$ cat src/rtl/alu_cmd_seq.sv
// alu_cmd_seq: in-order request FIFO and settle-window sequencer
// driving a combinational arithmetic unit, with registered response.
module alu_cmd_seq #(
    parameter int N      = 32,
    parameter int DEPTH  = 4,
    parameter int SETTLE = 2,
    parameter int TAGW   = 4
) (
    input  logic                     clk,
    input  logic                     rst_n,
    input  logic                     req_valid,
    output logic                     req_ready,
    input  logic [N-1:0]             req_a,
    input  logic [N-1:0]             req_b,
    input  logic [1:0]               req_s,
    input  logic                     req_float,
    input  logic [TAGW-1:0]          req_tag,
    output logic [N-1:0]             alu_a,
    output logic [N-1:0]             alu_b,
    output logic [1:0]               alu_s,
    output logic                     alu_float,
    input  logic                     alu_car,
    input  logic [N-1:0]             alu_outh,
    input  logic [N-1:0]             alu_out,
    output logic                     rsp_valid,
    input  logic                     rsp_ready,
    output logic [N-1:0]             rsp_out,
    output logic [N-1:0]             rsp_outh,
    output logic                     rsp_car,
    output logic [TAGW-1:0]          rsp_tag,
    output logic                     rsp_float,
    output logic [$clog2(DEPTH):0]   count,
    output logic                     busy
);

    localparam int AW = $clog2(DEPTH);
    localparam int CW = AW + 1;
    localparam int KW = $clog2(SETTLE + 1);
    localparam int EW = 2 * N + 3 + TAGW;

    typedef enum logic [1:0] {
        S_IDLE,
        S_EXEC,
        S_WAIT
    } state_t;

    state_t          state;
    logic [KW-1:0]   cnt;
    logic [TAGW-1:0] op_tag;

    logic [EW-1:0]   mem [DEPTH];
    logic [AW-1:0]   wr_ptr;
    logic [AW-1:0]   rd_ptr;

    logic [N-1:0]    h_a;
    logic [N-1:0]    h_b;
    logic [1:0]      h_s;
    logic            h_f;
    logic [TAGW-1:0] h_tag;

    logic push;
    logic pop;
    logic fifo_ne;
    logic slot_free;
    logic capture;

    assign req_ready = (count != CW'(DEPTH));
    assign push      = req_valid && req_ready;
    assign fifo_ne   = (count != '0);
    assign slot_free = !rsp_valid || rsp_ready;

    // A result is captured when the settle window has expired and
    // the response register can take it; the next pop rides along.
    always_comb begin
        capture = 1'b0;
        pop     = 1'b0;
        unique case (state)
            S_IDLE: pop = fifo_ne;
            S_EXEC: capture = (cnt == '0) && slot_free;
            S_WAIT: capture = slot_free;
            default: capture = 1'b0;
        endcase
        if (capture) begin
            pop = fifo_ne;
        end
    end

    assign {h_a, h_b, h_s, h_f, h_tag} = mem[rd_ptr];

    assign busy = fifo_ne || (state != S_IDLE) || rsp_valid;

    // FIFO storage; contents are only read while occupancy is nonzero.
    always_ff @(posedge clk) begin
        if (push) begin
            mem[wr_ptr] <= {req_a, req_b, req_s, req_float, req_tag};
        end
    end

    // FIFO pointers and occupancy.
    always_ff @(posedge clk or negedge rst_n) begin
        if (!rst_n) begin
            wr_ptr <= '0;
            rd_ptr <= '0;
            count  <= '0;
        end else begin
            if (push) begin
                wr_ptr <= wr_ptr + AW'(1);
            end
            if (pop) begin
                rd_ptr <= rd_ptr + AW'(1);
            end
            count <= count + CW'(push) - CW'(pop);
        end
    end

    // Issue/settle/capture state machine with its registered outputs.
    always_ff @(posedge clk or negedge rst_n) begin
        if (!rst_n) begin
            state     <= S_IDLE;
            cnt       <= '0;
            op_tag    <= '0;
            alu_a     <= '0;
            alu_b     <= '0;
            alu_s     <= '0;
            alu_float <= 1'b0;
            rsp_valid <= 1'b0;
            rsp_out   <= '0;
            rsp_outh  <= '0;
            rsp_car   <= 1'b0;
            rsp_tag   <= '0;
            rsp_float <= 1'b0;
        end else begin
            if (capture) begin
                rsp_valid <= 1'b1;
                rsp_out   <= alu_out;
                rsp_outh  <= alu_outh;
                rsp_car   <= alu_car;
                rsp_tag   <= op_tag;
                rsp_float <= alu_float;
            end else if (rsp_ready) begin
                rsp_valid <= 1'b0;
            end
            if (pop) begin
                alu_a     <= h_a;
                alu_b     <= h_b;
                alu_s     <= h_s;
                alu_float <= h_f;
                op_tag    <= h_tag;
                cnt       <= KW'(SETTLE - 1);
            end
            unique case (state)
                S_IDLE: begin
                    if (fifo_ne) begin
                        state <= S_EXEC;
                    end
                end
                S_EXEC: begin
                    if (cnt != '0) begin
                        cnt <= cnt - KW'(1);
                    end else if (slot_free) begin
                        state <= fifo_ne ? S_EXEC : S_IDLE;
                    end else begin
                        state <= S_WAIT;
                    end
                end
                S_WAIT: begin
                    if (slot_free) begin
                        state <= fifo_ne ? S_EXEC : S_IDLE;
                    end
                end
                default: state <= S_IDLE;
            endcase
        end
    end

endmodule

$ cat config.mk
export PLATFORM = sky130hd
export DESIGN_NAME = alu_cmd_seq
export DESIGN_NICKNAME = d
export VERILOG_FILES = /design/src/rtl/alu_cmd_seq.sv
export SDC_FILE = /design/constraint.sdc
export NUM_CORES = 1
export LEC_CHECK = 0
export CORE_MARGIN = 2
export CORE_UTILIZATION = 53
export CTS_CLUSTER_SIZE = 14
export DETAILED_ROUTE_END_ITERATION = 7
export GPL_TIMING_DRIVEN = 0
export HOLD_SLACK_MARGIN = 0.02
export PLACE_DENSITY = 0.86
export SYNTH_ARGS = -nofsm -noshare
export SYNTH_HDL_FRONTEND = slang
export SYNTH_SLANG_ARGS = --single-unit
$ cat constraint.sdc
create_clock -name clk -period 3.3 [get_ports clk]
set_clock_uncertainty 0.2 [all_clocks]
set_input_delay 0.825 -clock clk [delete_from_list [all_inputs] [get_ports clk]]
set_output_delay 0.825 -clock clk [all_outputs]
set_load 0.03 [all_outputs]
==> impl_metrics.csv, run 1 <==
group,metric,value,unit
power,combPwrFrac,0.417,
drt,top_layer_used,"met5",
critical_path,end_kind,"output port",
sta,setup_viol,0,
grt,grt_antenna_before_repair,6,
die,start_util,0.541,
yosys,synth_top_cell_by_area,"edfxtp_1",
sta,clock.fmax,318,MHz
clocking,clock_sinks,437,
grt,grt_start_max_net_pins,116,
run,cap_viol_max_count,0,
yosys,synth_top_area_frac,0.527,
layout,final_layout_size_suffix_gt1_frac,0.256,
die,rows,63,
critical_path,critPathArrivalTime,2120,ps
power,p_sw,7.63,mW
layout,fin_nets,1223,
critical_path,cp_max_fo,5,
grt,grt_pass1_vias,8940,
yosys,synth_area,0.0162,sq mm
layout,fill_cells,1827,
die,fp.dieW,179,um
clocking,h-tree-depth,2,
critical_path,r2r_cells,12,
yosys,synth_common_cells,"edfxtp_1 (284), dfrtp_1 (153), mux2_2 (108)",
status,status,"complete, no violations",
drt,wl_met1,12900,um
die,design.die.area,0.0319,sq mm
sta,tns,0,ps
drt,drc,0,
clocking,clkLatencyLatePin,520,ps
layout,multiInputGateArea,0.00364,sq mm
drt,firstDrtPassIters,4,
critical_path,r2r-end,"count[2]$_DFF_PN0_",
yosys,async_flop_share,0.350,
critical_path,cp.required,2270,ps
drt,viasPerCell,5.50,
place,gp_congestion,0.793,
sta,drv_slew,0,
sta,fin_crit_sh,0.954,
layout,syn_to_final_growth,30.5,%
power,swShare,0.336,
power,leakagePower,7.62,nW
clocking,cts_made_buffers,44,
power,vdd_drop_max,0.000587,V
critical_path,critPathLaunch,"state[0]$_DFFE_PN0P_",
sta,hold_violations,0,
drt,via_count,8247,
sta,finalCriticalPeriod,3150,ps
sta,rsz0062_at_grt,"no",
place,portBuffers,282,
critical_path,r2r_start,"state[1]$_DFFE_PN0P_",
power,power,22.7,mW
yosys,synthTopCellsByArea,"edfxtp_1 (53%), dfrtp_1 (24%), mux4_2 (9.9%), mux2_2 (7.5%), mux2_1 (2.4%)",
drt,dr_wl_met3,2890,um
drt,wl_met2,17700,um
grt,grt.overflow.total,0,
power,p_int,15.1,mW
yosys,yosysMostFrequentCell,"edfxtp_1",
drt,dr.first_iter.drc_count,499,
sta,relSlewSlack,0.491,
critical_path,crit_type,"flip-flop to output port",
hold_path,hold_path.class,"flip-flop to flip-flop",
sta,worst_slew_pin_slew,764,ps
yosys,synth_fp_nets,887,
layout,seq_area,0.0124,sq mm
power,power_density,1080,mW/mm^2
yosys,ys_types,33,
drt,wl,34800,um
die,fp.coreArea,0.0299,sq mm
power,seq_power_share,0.370,
clocking,clk_pin_slew,60,ps
die,die_h,179,um
place,dpl.hpwl,23100,um
clocking,cts.root.buffer_cell,"clkbuf_16",
yosys,synth_flop_cell,"edfxtp_1",
grt,grt_pass1_wl,52100,um
critical_path,crit_end,"busy",
yosys,synth_seq_area_share,0.764,
critical_path,start_kind,"flip-flop",
die,io_pins,283,
drt,wl_per_cell,23.2,um
yosys,ys_ff_latch,437,
yosys,syn_avg_cell_area,21.9,sq um
yosys,netlist_instances,737,
critical_path,rrSetupSlack,310,ps
yosys,ys_warn_count,0,
power,p_clk_frac,0.213,
drt,ant_nets,0,
clocking,clockBufferDepth,3,
yosys,synth_edf_count,284,
grt,track_usage,0.222,
clocking,cts_tree,"yes",
## registers in the layout, summed over array words and instances, names as in the netlist, 3 cells and up
register and flops:
alu_a 32, alu_b 32, count 3, mem 284
op_tag 4, rsp_out 32, rsp_outh 32, rsp_tag 4
## layout by cell type, fill, tap and decap left out, types with 3 or more instances in the layout
cell / count
and3_4: 4
mux2_2: 108
clkinv_1: 4
inv_1: 7
mux4_2: 71
clkinv_2: 9
buf_2: 18
ha_1: 9
a21oi_1: 4
o21ai_0: 3
clkbuf_16: 45
clkdlybuf4s50_1: 281
diode_2: 3
clkbuf_1: 20
bufinv_16: 3
dfrtp_1: 153
buf_6: 5
xnor2_1: 4
nand2_1: 5
buf_16: 4
clkbuf_8: 7
edfxtp_1: 284
mux2_1: 35
## metrics by stage
step / setup slack, ps / utilization / std cells / instance area (sq um) / hold WS, ps
floorplan: 338 / - / 737 / 16200 / 254
global placement: -5620 / 0.652 / 1409 / 19500 / 265
detailed placement: -447 / 0.657 / 1414 / 19600 / 274
CTS: 4.05 / 0.705 / 1495 / 21100 / 289
global route: 5.09 / 0.706 / 1499 / 21100 / 298
finish: 153 / 0.706 / 1500 / 21100 / 286
## worst max-delay path, cell delays in order (launching register included)
cell and delay, ps:
dfrtp_1 430, inv_1 90, ha_1 270, nand3b_1 100, clkdlybuf4s50_1 710
## metal layers
metal,vias to the layer above,GRT usage
li1,3604,-
met1,4256,0.260
met2,302,0.382
met3,79,0.0638
met4,6,0.0982
met5,-,0
## final cells by class
type                    instances  share of cell area
inverters                       7             0.00125
diodes                          3            0.000356
clock inverters                16             0.00712
multi-input cells             262               0.173
flip-flops and latches        437               0.586
clock buffers                  64              0.0601
well taps                     390              0.0231
plain buffers                  31             0.00836
repair buffers                290               0.141
## worst min path at each step
stage,start,end,depth (start not counted)
3_5_place_dp,alu_a[5]$_DFFE_PN0P_,alu_a[5]$_DFFE_PN0P_,1
6_report,alu_a[22]$_DFFE_PN0P_,alu_a[22]$_DFFE_PN0P_,1
5_1_grt,op_tag[2]$_DFFE_PN0P_,op_tag[2]$_DFFE_PN0P_,1
3_3_place_gp,op_tag[2]$_DFFE_PN0P_,op_tag[2]$_DFFE_PN0P_,1
2_1_floorplan,op_tag[0]$_DFFE_PN0P_,op_tag[0]$_DFFE_PN0P_,1
4_1_cts,op_tag[3]$_DFFE_PN0P_,op_tag[3]$_DFFE_PN0P_,1
## logic make-up after synthesis
logic type / count (synthesis) / share of synthesized area
AO/OA/AOI/OAI: 12 / 0.00503
XOR/XNOR: 6 / 0.00325
adder cells (fa/ha/maj): 10 / 0.00820
buffers and inverters: 38 / 0.0123
flip-flops: 437 / 0.764
multiplexers: 214 / 0.198
AND/OR/NAND/NOR: 20 / 0.00844
## power groups by stage
stage / sequential [mW] / combinational [mW] / clock, mW
after floorplan: 10.1 / 4.31 / 0
after global placement: 8.45 / 9.21 / 0
after detailed placement: 8.50 / 9.55 / 0
after CTS: 8.42 / 9.60 / 4.94
after global routing: 8.56 / 10.1 / 5.18
final: 8.41 / 9.48 / 4.83
## what timing repair did
action	4_1_cts	5_1_grt
resized for setup	0	3
setup buffers	0	2
endpoints found under the hold margin	38	0
setup endpoints to repair	0	2
hold buffers	1	0
(Power assumes the default switching activity.)
==> inputs of run 2 (changes only) <==
--- a/config.mk
+++ b/config.mk
@@ -5,6 +5,7 @@
 export SDC_FILE = /design/constraint.sdc
 export NUM_CORES = 1
 export LEC_CHECK = 0
+export CAP_MARGIN = 5
 export CORE_MARGIN = 2
 export CORE_UTILIZATION = 53
 export CTS_CLUSTER_SIZE = 14
==> results of run 2 <==
Same layout as run 1: the final DEF is identical, and so are final timing and power.
